## config.mk

```make
export PLATFORM = sky130hd
export DESIGN_NAME = upsampler_nn
export DESIGN_NICKNAME = d
export VERILOG_FILES = /design/src/rtl/upsampler_nn.sv
export SDC_FILE = /design/constraint.sdc
export NUM_CORES = 2
export LEC_CHECK = 0
export CAP_MARGIN = 40
export CORE_MARGIN = 2
export CORE_UTILIZATION = 68
export DETAILED_ROUTE_END_ITERATION = 7
export HOLD_SLACK_MARGIN = 0.1
export PLACE_DENSITY_LB_ADDON = 0.08
export SLEW_MARGIN = 5
export SYNTH_ARGS = -nofsm -noshare
export SYNTH_HDL_FRONTEND = slang
export SYNTH_SLANG_ARGS = --single-unit
```

## constraint.sdc

```tcl
create_clock -name clock -period 6.65 [get_ports clock]
set_input_delay 1.33 -clock clock [delete_from_list [all_inputs] [get_ports clock]]
set_output_delay 1.33 -clock clock [all_outputs]
set_load 0.02 [all_outputs]
```

## src/rtl/upsampler_nn.sv

```systemverilog
// upsampler_nn: nearest-neighbour FACTOR-x upsampler that replays each input row from a one-line buffer.
// Optional frame resync on in_sof is compiled in when UPSAMPLER_SOF_SYNC_EN is defined.
module upsampler_nn #(
    parameter int DATA_W   = 8,
    parameter int OUT_COLS = 800,
    parameter int OUT_ROWS = 600,
    parameter int FACTOR   = 2,
    localparam int RW = (OUT_ROWS > 1) ? $clog2(OUT_ROWS) : 1,
    localparam int CW = (OUT_COLS > 1) ? $clog2(OUT_COLS) : 1
) (
    input  logic              clock,
    input  logic              reset,
    input  logic [DATA_W-1:0] in_data,
    input  logic              in_valid,
    input  logic              in_sof,
    output logic              in_ready,
    output logic [DATA_W-1:0] out_data,
    output logic              out_valid,
    input  logic              out_ready,
    output logic              out_sof,
    output logic              out_eol,
    output logic [RW-1:0]     out_row,
    output logic [CW-1:0]     out_col,
    output logic              sync_err
);

    logic [RW-1:0]     out_row_q, out_row_d;
    logic [CW-1:0]     out_col_q, out_col_d;
    logic              sync_err_q, sync_err_d;
    logic              fill_row, col_last, at_origin, col_wrap, row_wrap;
    logic              resync, beat, lb_we;
    logic              valid_c, ready_c;
    logic [DATA_W-1:0] data_c, lb_rdata;

    always_comb begin
        fill_row  = (int'(out_row_q) % FACTOR) == 0;
        col_last  = (int'(out_col_q) % FACTOR) == (FACTOR - 1);
        at_origin = (out_row_q == '0) && (out_col_q == '0);
        col_wrap  = out_col_q == CW'(OUT_COLS - 1);
        row_wrap  = out_row_q == RW'(OUT_ROWS - 1);
        resync    = 1'b0;
        if (fill_row) begin
            valid_c = in_valid;
            data_c  = in_data;
            ready_c = out_ready && col_last;
        end else begin
            valid_c = 1'b1;
            data_c  = lb_rdata;
            ready_c = 1'b0;
        end
`ifdef UPSAMPLER_SOF_SYNC_EN
        // The SOF beat itself stays on the input while it is replicated across row 0.
        if (in_valid && in_sof && !at_origin &&
            !((out_row_q == '0) && (int'(out_col_q) < FACTOR))) begin
            valid_c = 1'b0;
            ready_c = 1'b0;
            resync  = 1'b1;
        end else if (in_valid && !in_sof && at_origin) begin
            valid_c = 1'b0;
            ready_c = 1'b1;
        end
`endif
        if (reset) begin
            valid_c = 1'b0;
            ready_c = 1'b0;
            resync  = 1'b0;
        end

        beat  = valid_c && out_ready;
        lb_we = beat && fill_row && col_last;

        out_col_d  = out_col_q;
        out_row_d  = out_row_q;
        sync_err_d = resync;
        if (resync) begin
            out_col_d = '0;
            out_row_d = '0;
        end else if (beat) begin
            if (col_wrap) begin
                out_col_d = '0;
                out_row_d = row_wrap ? '0 : out_row_q + 1'b1;
            end else begin
                out_col_d = out_col_q + 1'b1;
            end
        end
    end

    always_ff @(posedge clock) begin
        if (reset) begin
            out_row_q  <= '0;
            out_col_q  <= '0;
            sync_err_q <= 1'b0;
        end else begin
            out_row_q  <= out_row_d;
            out_col_q  <= out_col_d;
            sync_err_q <= sync_err_d;
        end
    end

    generate
        if (FACTOR > 1) begin : g_lb
            localparam int LB_DEPTH = OUT_COLS / FACTOR;
            localparam int LW = (LB_DEPTH > 1) ? $clog2(LB_DEPTH) : 1;
            logic [DATA_W-1:0] lb_mem [LB_DEPTH];
            logic [LW-1:0]     lb_idx;

            assign lb_idx   = LW'(int'(out_col_q) / FACTOR);
            assign lb_rdata = lb_mem[lb_idx];

            always_ff @(posedge clock) begin
                if (lb_we) begin
                    lb_mem[lb_idx] <= in_data;
                end
            end
        end else begin : g_nolb
            logic unused_we;
            assign unused_we = lb_we;
            assign lb_rdata  = '0;
        end
    endgenerate

`ifndef UPSAMPLER_SOF_SYNC_EN
    logic unused_sof;
    assign unused_sof = in_sof;
`endif

    assign in_ready  = ready_c;
    assign out_valid = valid_c;
    assign out_data  = data_c;
    assign out_sof   = valid_c && at_origin;
    assign out_eol   = valid_c && col_wrap;
    assign out_row   = out_row_q;
    assign out_col   = out_col_q;
    assign sync_err  = sync_err_q;

endmodule

```

* Word level (Yosys, flattened, before mapping)
Memory sizes are Yosys's and may differ from the RTL's. A register that Yosys moved wholly into a read port is not among the register bits.
Index checks and enable logic that the tools add are counted.
** Word-level totals
- Input bits :: 13
- Flip-flop bits (word level) :: 20
- Output and inout bits :: 33
- Memories kept :: 1
- Memory bits (writable) :: 3200
** Cells by class
- Muxes and demuxes :: 11
- $add $sub $neg :: 2
- Reduce and logical (&&, ||, !) cells :: 11
- Equality and inequality tests :: 2
** Memory list
- g_lb.lb_mem :: words 400, width 8, rd ports 1, clocked after memory_dff 1, write ports 1, RTL line 104 : logic [DATA_W-1:0] lb_mem [LB_DEPTH];
** Operator list (count)
- 32-bit zero test :: 1
- 10-bit by 1-bit adder with 10-bit output, second input constant :: 2
- 10-bit equality test, second input constant :: 2
- 10-bit zero test :: 2
- 10-bit two-way mux :: 2
- 9-bit two-way mux :: 2
- 8-bit two-way mux :: 1
- 1-bit logical AND :: 7
- 1-bit two-way mux :: 6
- 2-bit AND reduction :: 1

* Depth between registers and ports, before layout
- Word-level depth :: 8
- Depth in mapped cells :: 13
- Depth with buffers taken out :: 7

* Worst setup path before layout
No wires, ideal clock.
- Path kind :: flip-flop to output port
- Start point :: register (tool-made name)
- End point :: output port out_data[7]
- Stages on the path, launching flop included :: 13
- Arrival time :: 2.788 ns
- Path buffers :: 6
- Required time :: 5.320 ns
- Setup slack :: 2.532 ns
- Path through :: dfxtp_1 buf_6 buf_8 buf_6 buf_6 buf_6 buf_4 a211oi_1 a2111oi_0 a2111oi_0 nor4_1 nor3_1 a211oi_1
** RTL lines
- end: declaration :: RTL line 17 : output logic [DATA_W-1:0] out_data,

==> metrics <==
post-synthesis register bit count 3229; Routed WL 331000 um; vias in the first global route 63602; All-Layer GR Usage 35.7%; final hold violations 0; Switching Share 19.4%; CP Capture Type primary output; Max Freq 151 MHz; setup tns final 0 ps; # IOs 46; Vias 64434; Tmin final 6630 ps; EDFF count, synth 3200; violated checks design-rule violations; initial antenna violation count 9; Final Max Slew Viols 0; Tightest Pin Transition 1290 ps; DRT iter0 DRCs 10010; CTS clk-pin slew, worst paths 60 ps; layout cell share with drive strength beyond 1 24.8%; via/cell ratio 7.24; cells after synthesis 5904; final setup fails 0; hold depth 2; crit path max fanout 30; total gr overflow 0; P_int 32.3 mW; clock root cell clkbuf_16; htree depth 5; post-route cell area 0.140 mm^2; top cells by area, synth edfxtp_1, mux4_2, mux2i_1; Synth Net Count 5921; Placed Cells 8340; CTS tree built; fin nets 6231; Sink Count 3229; RD Place Congestion 0.885; Hold Path Class flip-flop to flip-flop; Final Non-Filler Cells 8901; CTS hold repair buffers 0; Die Wd 434 um; fin crit share 99.6%; Initial Util 68.6%; Die Ht 434 um; dominant synthesized flop cell edfxtp_1; share of the synthesized area in the top cell type 76.3%; combinational share of power 1.4%; Pwr Density 286 mW/mm^2; clock skew after layout 56.2 ps; number of clock buffers inserted by TritonCTS 320; post-synthesis sequential area ratio 76.7%; Mapped Avg Cell Area 21.3 um^2; Area Growth Syn to Fin 11.5%; status finished with violations; global-route wire length before repair 467000 um; clock share of power 42.9%; I/O Buffers 43; sw power 7.80 mW; latest clock arrival within the worst-skew pair 960 ps; die area 0.189 mm^2; FFs w/ async S/R, synth 0%; DRC 2; pin count of the biggest net entering global routing 210; final core occ 76.5%; most frequent cell after synthesis edfxtp_1; largest area contributor in the netlist edfxtp_1; Core Area 0.184 mm^2; Crit Path Class flip-flop to primary output; WL per Instance 37.2 um; # rows 157; post-synth cell types 77; Worst EP required 5320 ps; Rel. slew slack 13.8%; dpl cell area 0.130 mm^2; CP arrival 5300 ps; Warnings, synthesis 0; R2R depth 7; Pleak 42.7 nW; worst vdd ir 0.000300 V; register share of total power 55.7%; Synth Cell Area 0.126 mm^2; total of max-cap violations 0; RSZ-0062 raised after global routing false; clock buffer depth 4; startpoint types flip-flop; Routed Antenna Nets 0; synth cell count leaders edfxtp_1, mux4_2, nor2_1, nand2_1, mux2i_1; HPWL after DPL 196000 um; router iterations before antenna repair 8; Final Power 40.2 mW
## sequential cells by signal (all words and copies together) (netlist names), named ones only
register and cells:
out_col 10, out_row 10, g_lb.lb_mem 3200
## routing by layer
metal | GRT usage (%) | part of all wire, %
met2 | 54.4 | 47
met5 | 0 | 0.014
met1 | 50.4 | 35
met4 | 16.6 | 5.4
met3 | 8.23 | 12
## per-stage QoR
stage | worst slack [ps] | hold slack (ps)
detailed placement | 692 | 533
finish | 23.7 | 542
global placement | 303 | 538
floorplan | 2530 | 523
CTS | -116 | 548
global route | 24.1 | 588
## cells in the final DEF (no fill, tap or decap), types with 52 or more instances in the layout
master,netlist,layout
edfxtp_1,3200,3200
mux4_2,798,798
nor2_1,467,466
clkbuf_16,0,331
buf_4,41,242
nand2_1,237,227
mux2i_1,191,191
clkinv_1,0,65
a21oi_1,61,61
clkbuf_1,151,57
o22ai_1,52,52
## cells by family (layout without fill, tap and decap cells)
| group | Yosys count | after routing | share of synthesized area (%) |
|---|---|---|---|
| AND/OR/NAND/NOR | 907 | 907 | 3.06 |
| other | 1 | 7 | 0.00298 |
| multiplexers | 1028 | 1028 | 16.4 |
| XOR/XNOR | 15 | 15 | 0.104 |
| buffers and inverters | 373 | 900 | 1.73 |
| AO/OA/AOI/OAI | 347 | 347 | 1.96 |
| flip-flops | 3229 | 3229 | 76.7 |
| adder cells (fa/ha/maj) | 4 | 4 | 0.0397 |
## power groups by stage
stage | registers, mW | clock network (mW) | logic, mW
after global placement | 22.8 | 0 | 0.522
after floorplan | 22.8 | 0 | 0.147
after global routing | 22.3 | 18.0 | 0.601
after CTS | 22.4 | 17.3 | 0.562
after detailed placement | 22.8 | 0 | 0.559
final | 22.4 | 17.2 | 0.573
## timing repair
action | in CTS | in global routing
setup buffers | 6 | 3
cloned | 0 | 2
endpoints found under the setup margin | 6 | 7
pin swaps | 1 | 1
resized for setup | 10 | 1
## cell type report
class	count	area [um^2]
Inverter	12	60.1
Tap cell	2464	3080
Antenna cell	6	15.0
Timing Repair Buffer	349	3610
Sequential cell	3229	96700
Clock buffer	391	8520
Clock inverter	148	1240
Fill cell	9450	43200
Multi-Input combinational cell	2302	27300
## worst paths after layout
check	start	end	slack [ps]
max reg2reg	out_col[0]$_SDFFE_PP0N_	g_lb.lb_mem[130][5]$_DFFE_PP_	2240
min reg2reg	out_row[1]$_SDFFE_PP0P_	out_row[1]$_SDFFE_PP0P_	540
max	flip-flop	out_data[6]	20
min	out_row[1]$_SDFFE_PP0P_	out_row[1]$_SDFFE_PP0P_	540
## critical path, cell delays in order (launching register included)
cell      delay, ps
dfxtp_4         430
buf_12          160
buf_12          210
buf_12          250
buf_4           310
mux4_2          340
mux4_2          480
mux2i_1         510
a221oi_1        370
a311oi_1        610
o31ai_1         260
buf_2           230
buf_12          140
Power figures use the tool's default switching activity.
